**config.mk**
```make
export PLATFORM = sky130hd
export DESIGN_NAME = alu_issue_ctrl
export DESIGN_NICKNAME = d
export VERILOG_FILES = /design/src/rtl/alu_issue_ctrl.sv
export SDC_FILE = /design/constraint.sdc
export NUM_CORES = 1
export LEC_CHECK = 0
export ABC_CLOCK_PERIOD_IN_PS = 4100
export BUFFER_PORTS_ARGS = -buffer_cell sky130_fd_sc_hd__buf_2
export CAP_MARGIN = 10
export CORE_AREA = 5 5 191 193
export DETAILED_ROUTE_END_ITERATION = 12
export DIE_AREA = 0 0 196 198
export PLACE_DENSITY = 0.59
export SLEW_MARGIN = 15
export SYNTH_ARGS = -nofsm -noshare
export SYNTH_HDL_FRONTEND = slang
export SYNTH_SLANG_ARGS = --single-unit
export TNS_END_PERCENT = 30
```
**constraint.sdc**
```tcl
create_clock -name clk -period 4.1 [get_ports clk]
set_clock_uncertainty 0.1 [all_clocks]
set_input_delay 0.205 -clock clk [delete_from_list [all_inputs] [get_ports clk]]
set_output_delay 0.205 -clock clk [all_outputs]
set_load 0.02 [all_outputs]
```
**src/rtl/alu_issue_ctrl.sv**
```systemverilog
`default_nettype none
// ============================================================================
// Module   : alu_issue_ctrl
// Brief    : Issue-side driver for a 64-bit combinational ALU. Decodes
//            R-type / I-type / branch requests into a 4-bit ALU code,
//            registers operands onto the ALU (stage E), captures the result
//            and branch outcome into a backpressured output stage (stage W).
// Revision : 1.0 - initial release
// ============================================================================
module alu_issue_ctrl #(
    parameter int XLEN  = 64,
    parameter int CNT_W = 16
) (
    input  logic             clk,
    input  logic             rst,
    input  logic             in_valid,
    output logic             in_ready,
    input  logic [1:0]       in_op,
    input  logic [2:0]       in_funct3,
    input  logic             in_funct7b5,
    input  logic [XLEN-1:0]  in_rs1,
    input  logic [XLEN-1:0]  in_rs2,
    input  logic [XLEN-1:0]  in_imm,
    input  logic [4:0]       in_rd,
    output logic [XLEN-1:0]  alu_a,
    output logic [XLEN-1:0]  alu_b,
    output logic [3:0]       alu_control,
    input  logic [XLEN-1:0]  alu_result,
    input  logic             alu_z,
    output logic             out_valid,
    input  logic             out_ready,
    output logic [XLEN-1:0]  out_result,
    output logic [4:0]       out_rd,
    output logic             out_wen,
    output logic             out_br_taken,
    output logic             out_illegal,
    output logic [CNT_W-1:0] illegal_count
);

    localparam logic [3:0] c_AND  = 4'b0000;
    localparam logic [3:0] c_OR   = 4'b0001;
    localparam logic [3:0] c_ADD  = 4'b0010;
    localparam logic [3:0] c_SRL  = 4'b0011;
    localparam logic [3:0] c_XOR  = 4'b0100;
    localparam logic [3:0] c_SLL  = 4'b0101;
    localparam logic [3:0] c_SUB  = 4'b0110;
    localparam logic [3:0] c_SRA  = 4'b0111;
    localparam logic [3:0] c_SLT  = 4'b1000;
    localparam logic [3:0] c_SLTU = 4'b1001;

    localparam logic [1:0] c_OP_R  = 2'b00;
    localparam logic [1:0] c_OP_I  = 2'b01;
    localparam logic [1:0] c_OP_BR = 2'b10;

    localparam logic [CNT_W-1:0] c_CNT_MAX = {CNT_W{1'b1}};
    localparam logic [CNT_W-1:0] c_CNT_ONE = {{(CNT_W-1){1'b0}}, 1'b1};

    // Stage E state
    logic            r_e_valid;
    logic [XLEN-1:0] r_alu_a;
    logic [XLEN-1:0] r_alu_b;
    logic [3:0]      r_alu_ctrl;
    logic [4:0]      r_e_rd;
    logic [1:0]      r_e_op;
    logic [2:0]      r_e_f3;
    logic            r_e_ill;

    // Stage W state
    logic             r_out_valid;
    logic [XLEN-1:0]  r_out_result;
    logic [4:0]       r_out_rd;
    logic             r_out_wen;
    logic             r_out_br;
    logic             r_out_ill;
    logic [CNT_W-1:0] r_ill_cnt;

    logic            w_adv_w;
    logic            w_adv_e;
    logic            w_accept;
    logic [3:0]      w_ctrl;
    logic            w_ill;
    logic            w_br_taken;
    logic            w_wen;

    assign w_adv_w  = !r_out_valid || out_ready;
    assign w_adv_e  = r_e_valid && w_adv_w;
    assign in_ready = !r_e_valid || w_adv_w;
    assign w_accept = in_valid && in_ready;

    // Decode op/funct3/funct7b5 into the ALU code and the illegal flag
    always_comb begin
        w_ctrl = c_ADD;
        w_ill  = 1'b0;
        case (in_op)
            c_OP_R, c_OP_I: begin
                case (in_funct3)
                    3'b000: w_ctrl = (in_op == c_OP_R && in_funct7b5) ? c_SUB : c_ADD;
                    3'b001: w_ctrl = c_SLL;
                    3'b010: w_ctrl = c_SLT;
                    3'b011: w_ctrl = c_SLTU;
                    3'b100: w_ctrl = c_XOR;
                    3'b101: w_ctrl = in_funct7b5 ? c_SRA : c_SRL;
                    3'b110: w_ctrl = c_OR;
                    default: w_ctrl = c_AND;
                endcase
                // For I-type, bit 30 is immediate data except on shifts
                if (in_op == c_OP_R)
                    w_ill = in_funct7b5 && (in_funct3 != 3'b000) && (in_funct3 != 3'b101);
                else
                    w_ill = in_funct7b5 && (in_funct3 == 3'b001);
            end
            c_OP_BR: begin
                case (in_funct3)
                    3'b000, 3'b001: w_ctrl = c_SUB;
                    3'b100, 3'b101: w_ctrl = c_SLT;
                    3'b110, 3'b111: w_ctrl = c_SLTU;
                    default:        w_ill  = 1'b1;
                endcase
            end
            default: w_ill = 1'b1;
        endcase
        if (w_ill)
            w_ctrl = c_ADD;
    end

    // Branch outcome from the zero flag; BNE/BLT/BLTU take on a non-zero result
    always_comb begin
        w_br_taken = 1'b0;
        if (r_e_op == c_OP_BR && !r_e_ill) begin
            if (r_e_f3 == 3'b001 || r_e_f3 == 3'b100 || r_e_f3 == 3'b110)
                w_br_taken = !alu_z;
            else
                w_br_taken = alu_z;
        end
    end

    assign w_wen = !r_e_ill && (r_e_op != c_OP_BR) && (r_e_rd != 5'd0);

    // Stage E: load operands, ALU code and metadata on accept
    always_ff @(posedge clk) begin
        if (rst) begin
            r_e_valid  <= 1'b0;
            r_alu_a    <= '0;
            r_alu_b    <= '0;
            r_alu_ctrl <= c_ADD;
            r_e_rd     <= '0;
            r_e_op     <= '0;
            r_e_f3     <= '0;
            r_e_ill    <= 1'b0;
        end else if (w_accept) begin
            r_e_valid  <= 1'b1;
            r_alu_a    <= in_rs1;
            r_alu_b    <= (in_op == c_OP_I) ? in_imm : in_rs2;
            r_alu_ctrl <= w_ctrl;
            r_e_rd     <= in_rd;
            r_e_op     <= in_op;
            r_e_f3     <= in_funct3;
            r_e_ill    <= w_ill;
        end else if (w_adv_e) begin
            r_e_valid  <= 1'b0;
        end
    end

    // Stage W: capture ALU result and metadata when E advances
    always_ff @(posedge clk) begin
        if (rst) begin
            r_out_valid  <= 1'b0;
            r_out_result <= '0;
            r_out_rd     <= '0;
            r_out_wen    <= 1'b0;
            r_out_br     <= 1'b0;
            r_out_ill    <= 1'b0;
        end else if (w_adv_e) begin
            r_out_valid  <= 1'b1;
            r_out_result <= alu_result;
            r_out_rd     <= r_e_rd;
            r_out_wen    <= w_wen;
            r_out_br     <= w_br_taken;
            r_out_ill    <= r_e_ill;
        end else if (out_ready) begin
            r_out_valid  <= 1'b0;
        end
    end

    // Saturating count of illegal entries reaching stage W
    always_ff @(posedge clk) begin
        if (rst)
            r_ill_cnt <= '0;
        else if (w_adv_e && r_e_ill && r_ill_cnt != c_CNT_MAX)
            r_ill_cnt <= r_ill_cnt + c_CNT_ONE;
    end

    assign alu_a         = r_alu_a;
    assign alu_b         = r_alu_b;
    assign alu_control   = r_alu_ctrl;
    assign out_valid     = r_out_valid;
    assign out_result    = r_out_result;
    assign out_rd        = r_out_rd;
    assign out_wen       = r_out_wen;
    assign out_br_taken  = r_out_br;
    assign out_illegal   = r_out_ill;
    assign illegal_count = r_ill_cnt;

endmodule
`default_nettype wire

```
==> summary.md <==
| Metric | Value |
|---|---|
| Maxcap violations | `0` |
| First-pass GRT wire length | `57400 µm` |
| Number of global-route vias before repair | `10700` |
| Post-synthesis sequential area ratio | `51.3%` |
| Largest net degree at the start of global routing | `147` |
| Post-synth EDFFs | `0` |
| Post-CTS Setup Bufs | `0` |
| Router iterations before antenna repair | `4` |
| Synth Register Bits | `233` |
| Non-Filler Instances | `2278` |
| Share of layout cells above drive strength 1 | `30.8%` |
| Wire per inst | `16.6 µm` |
| Clk sinks | `233` |
| I/O pins | `494` |
| Most used DFF post-synth | `dfxtp_1` |
| Setup violators final | `0` |
| Critical Path AT | `2.83 ns` |
| Max IR drop VDD | `0.322 mV` |
| Dpl hpwl | `25000 µm` |
| Core area | `34400 µm²` |
| Synthesized area | `9090 µm²` |
| Synth-to-layout area growth | `70.2%` |
| Hold Path Class | `in -> reg` |
| NumNets Final | `2074` |
| Std cell rows | `68` |
| Post-synth cell types | `45` |
| Vias per cell | `4.57` |
| Relative slew slack | `28.4%` |
| Dpl cells | `1960` |
| PwrDens | `376 nW/µm²` |
| Leading cell type in the layout, fill and taps excluded | `buf_2` |
| CTS buffer count | `26` |
| Worst-Margin Slew | `1.07 ns` |
| Critical Path RT | `4.43 ns` |
| Setup TNS | `0 ns` |
| Max Clk Rate | `400 MHz` |
| WHS Path Cells | `3` |
| Height of the chip | `198 µm` |
| Synth Area per Inst | `8.39 µm²` |
| Routability Congestion | `0.923` |
| Antenna viol nets, final | `0` |
| Syn Inst Count | `1083` |
| Most frequent cells in the layout | `buf_2, nand2_1, dlygate4sd3_1` |
| Initial Utilization | `26.4%` |
| Grt total ovfl | `0` |
| Vias after detailed routing | `10400` |
| Worst-Skew Late Latency | `0.53 ns` |
| Initial antenna violation count | `5` |
| Tmin final | `2.50 ns` |
| Period utilization | `60.9%` |
| Final WL | `37800 µm` |
| Worst Setup Path Type | `in -> reg` |
| Root buffer cell | `clkbuf_16` |
| Crit end category | `flop` |
| Residual DRC count | `0` |
| Clk slew on worst S/H paths | `0.06 ns` |
| PostCTS Resize Cnt | `0` |
| Total Routing Usage GR | `18.0%` |
| Worst Setup Start Kind | `input pin` |
| Ys Warns | `0` |
| DR iter-0 viols | `442` |
| Crit Path Max Fanout | `40` |
| H-Tree Depth | `1` |
| Outcome | `complete, no violations` |
| PortBufs | `493` |
| Hold Violations, Final | `0` |
| Slew Limit Fails | `0` |
| DIE WIDTH | `196 µm` |
| Syn nets | `1356` |
| Die ar. | `38800 µm²` |
| Async SR Flop Fraction | `0%` |
| CTS Buffer Depth | `3` |
| RSZ-0062 raised after global routing | `no` |
| Leakage power | `6.99 nW` |
| CTS tree | `yes` |
| R2R cell count | `5` |
power by group:
part | internal [W] | total [W] | switching [W]
registers | 0.00239 | 0.00246 | 0.0000678
clock network | 0.00136 | 0.00231 | 0.000947
logic | 0.000485 | 0.00104 | 0.000551
total | 0.00424 | 0.00581 | 0.00157
cells in the mapped netlist (5+ instances only):
cell	n	area share (%)
a211oi_1	65	5.4
a21oi_1	161	8.9
buf_2	14	0.77
buf_4	6	0.50
clkbuf_1	57	2.4
dfxtp_1	233	51
inv_1	9	0.37
mux2i_1	66	7.3
nand2_1	303	13
nand3_1	10	0.55
nand4_1	5	0.34
nor2_1	75	3.1
nor2b_1	8	0.55
nor3_1	6	0.33
nor4_1	7	0.48
o21ai_0	6	0.33
worst paths after layout:
kind,from,end,slack (ns)
setup / recovery,in_op[1],alu_b[34],1.60
hold / removal,out_ready,r_e_valid,0.02
setup reg to reg,r_e_valid,alu_a[15],1.62
hold reg to reg,out_result[10],out_result[10],0.35
kinds of logic after synthesis:
kind of cell               Yosys count  share of synthesized area [%]
AOI/OAI and AO/OA                  254                           16.5
adders and majority gates            1                          0.138
buffers and inverters               90                           4.16
DFF                                233                           51.3
muxes                               70                           7.76
and+or+nand+nor                    435                           20.1
cell type report:
class                   count  area (µm²)
diodes                      6        15.0
clock buffers              37         773
clock inverters             7        66.3
fillers                  3231       18900
inverters                   9        33.8
multi-input cells         760        4070
flip-flops and latches    233        4660
well taps                 455         569
repair buffers            771        5270
sequential cells by signal, summed over array words and instances, names as in the netlist, 2 cells and up:
register / count
r_e_op: 2
alu_b: 64
out_rd: 5
r_e_rd: 5
alu_a: 64
r_e_f3: 3
illegal_count: 16
alu_control: 4
out_result: 64
layer usage:
metal	routed length [µm]	global-route usage, %
met1	14100	19.8
met2	18900	32.8
met3	3130	4.75
met4	1610	7.71
met5	0	0
timing repair:
| item | 4_1_cts | 5_1_grt |
|---|---|---|
| hold endpoints to repair | 206 | 0 |
| hold buffers | 268 | 0 |
| setup endpoints to repair | 0 | 0 |
worst max-delay path: stages:
cell and delay [ns]:
dlygate4sd3_1 0.56, buf_2 0.24, nor2b_4 0.15, buf_4 0.56, mux2i_1 0.18, dlygate4sd3_1 0.60
a211oi_1 0.28
stage by stage:
step                      util, %  worst slack (ns)  area [µm²]  total power [W]  hold slack [ns]
after floorplan                 -              2.15        9090          0.00295            0.241
after global placement       34.7              1.67       11900          0.00330            0.339
after detailed placement     34.7              1.60       11900          0.00331            0.344
after CTS                    44.9              1.61       15400          0.00588           0.0108
after global routing         45.0              1.45       15500          0.00605           0.0462
final                        45.0              1.60       15500          0.00581           0.0218
Power figures use the tool's default switching activity.
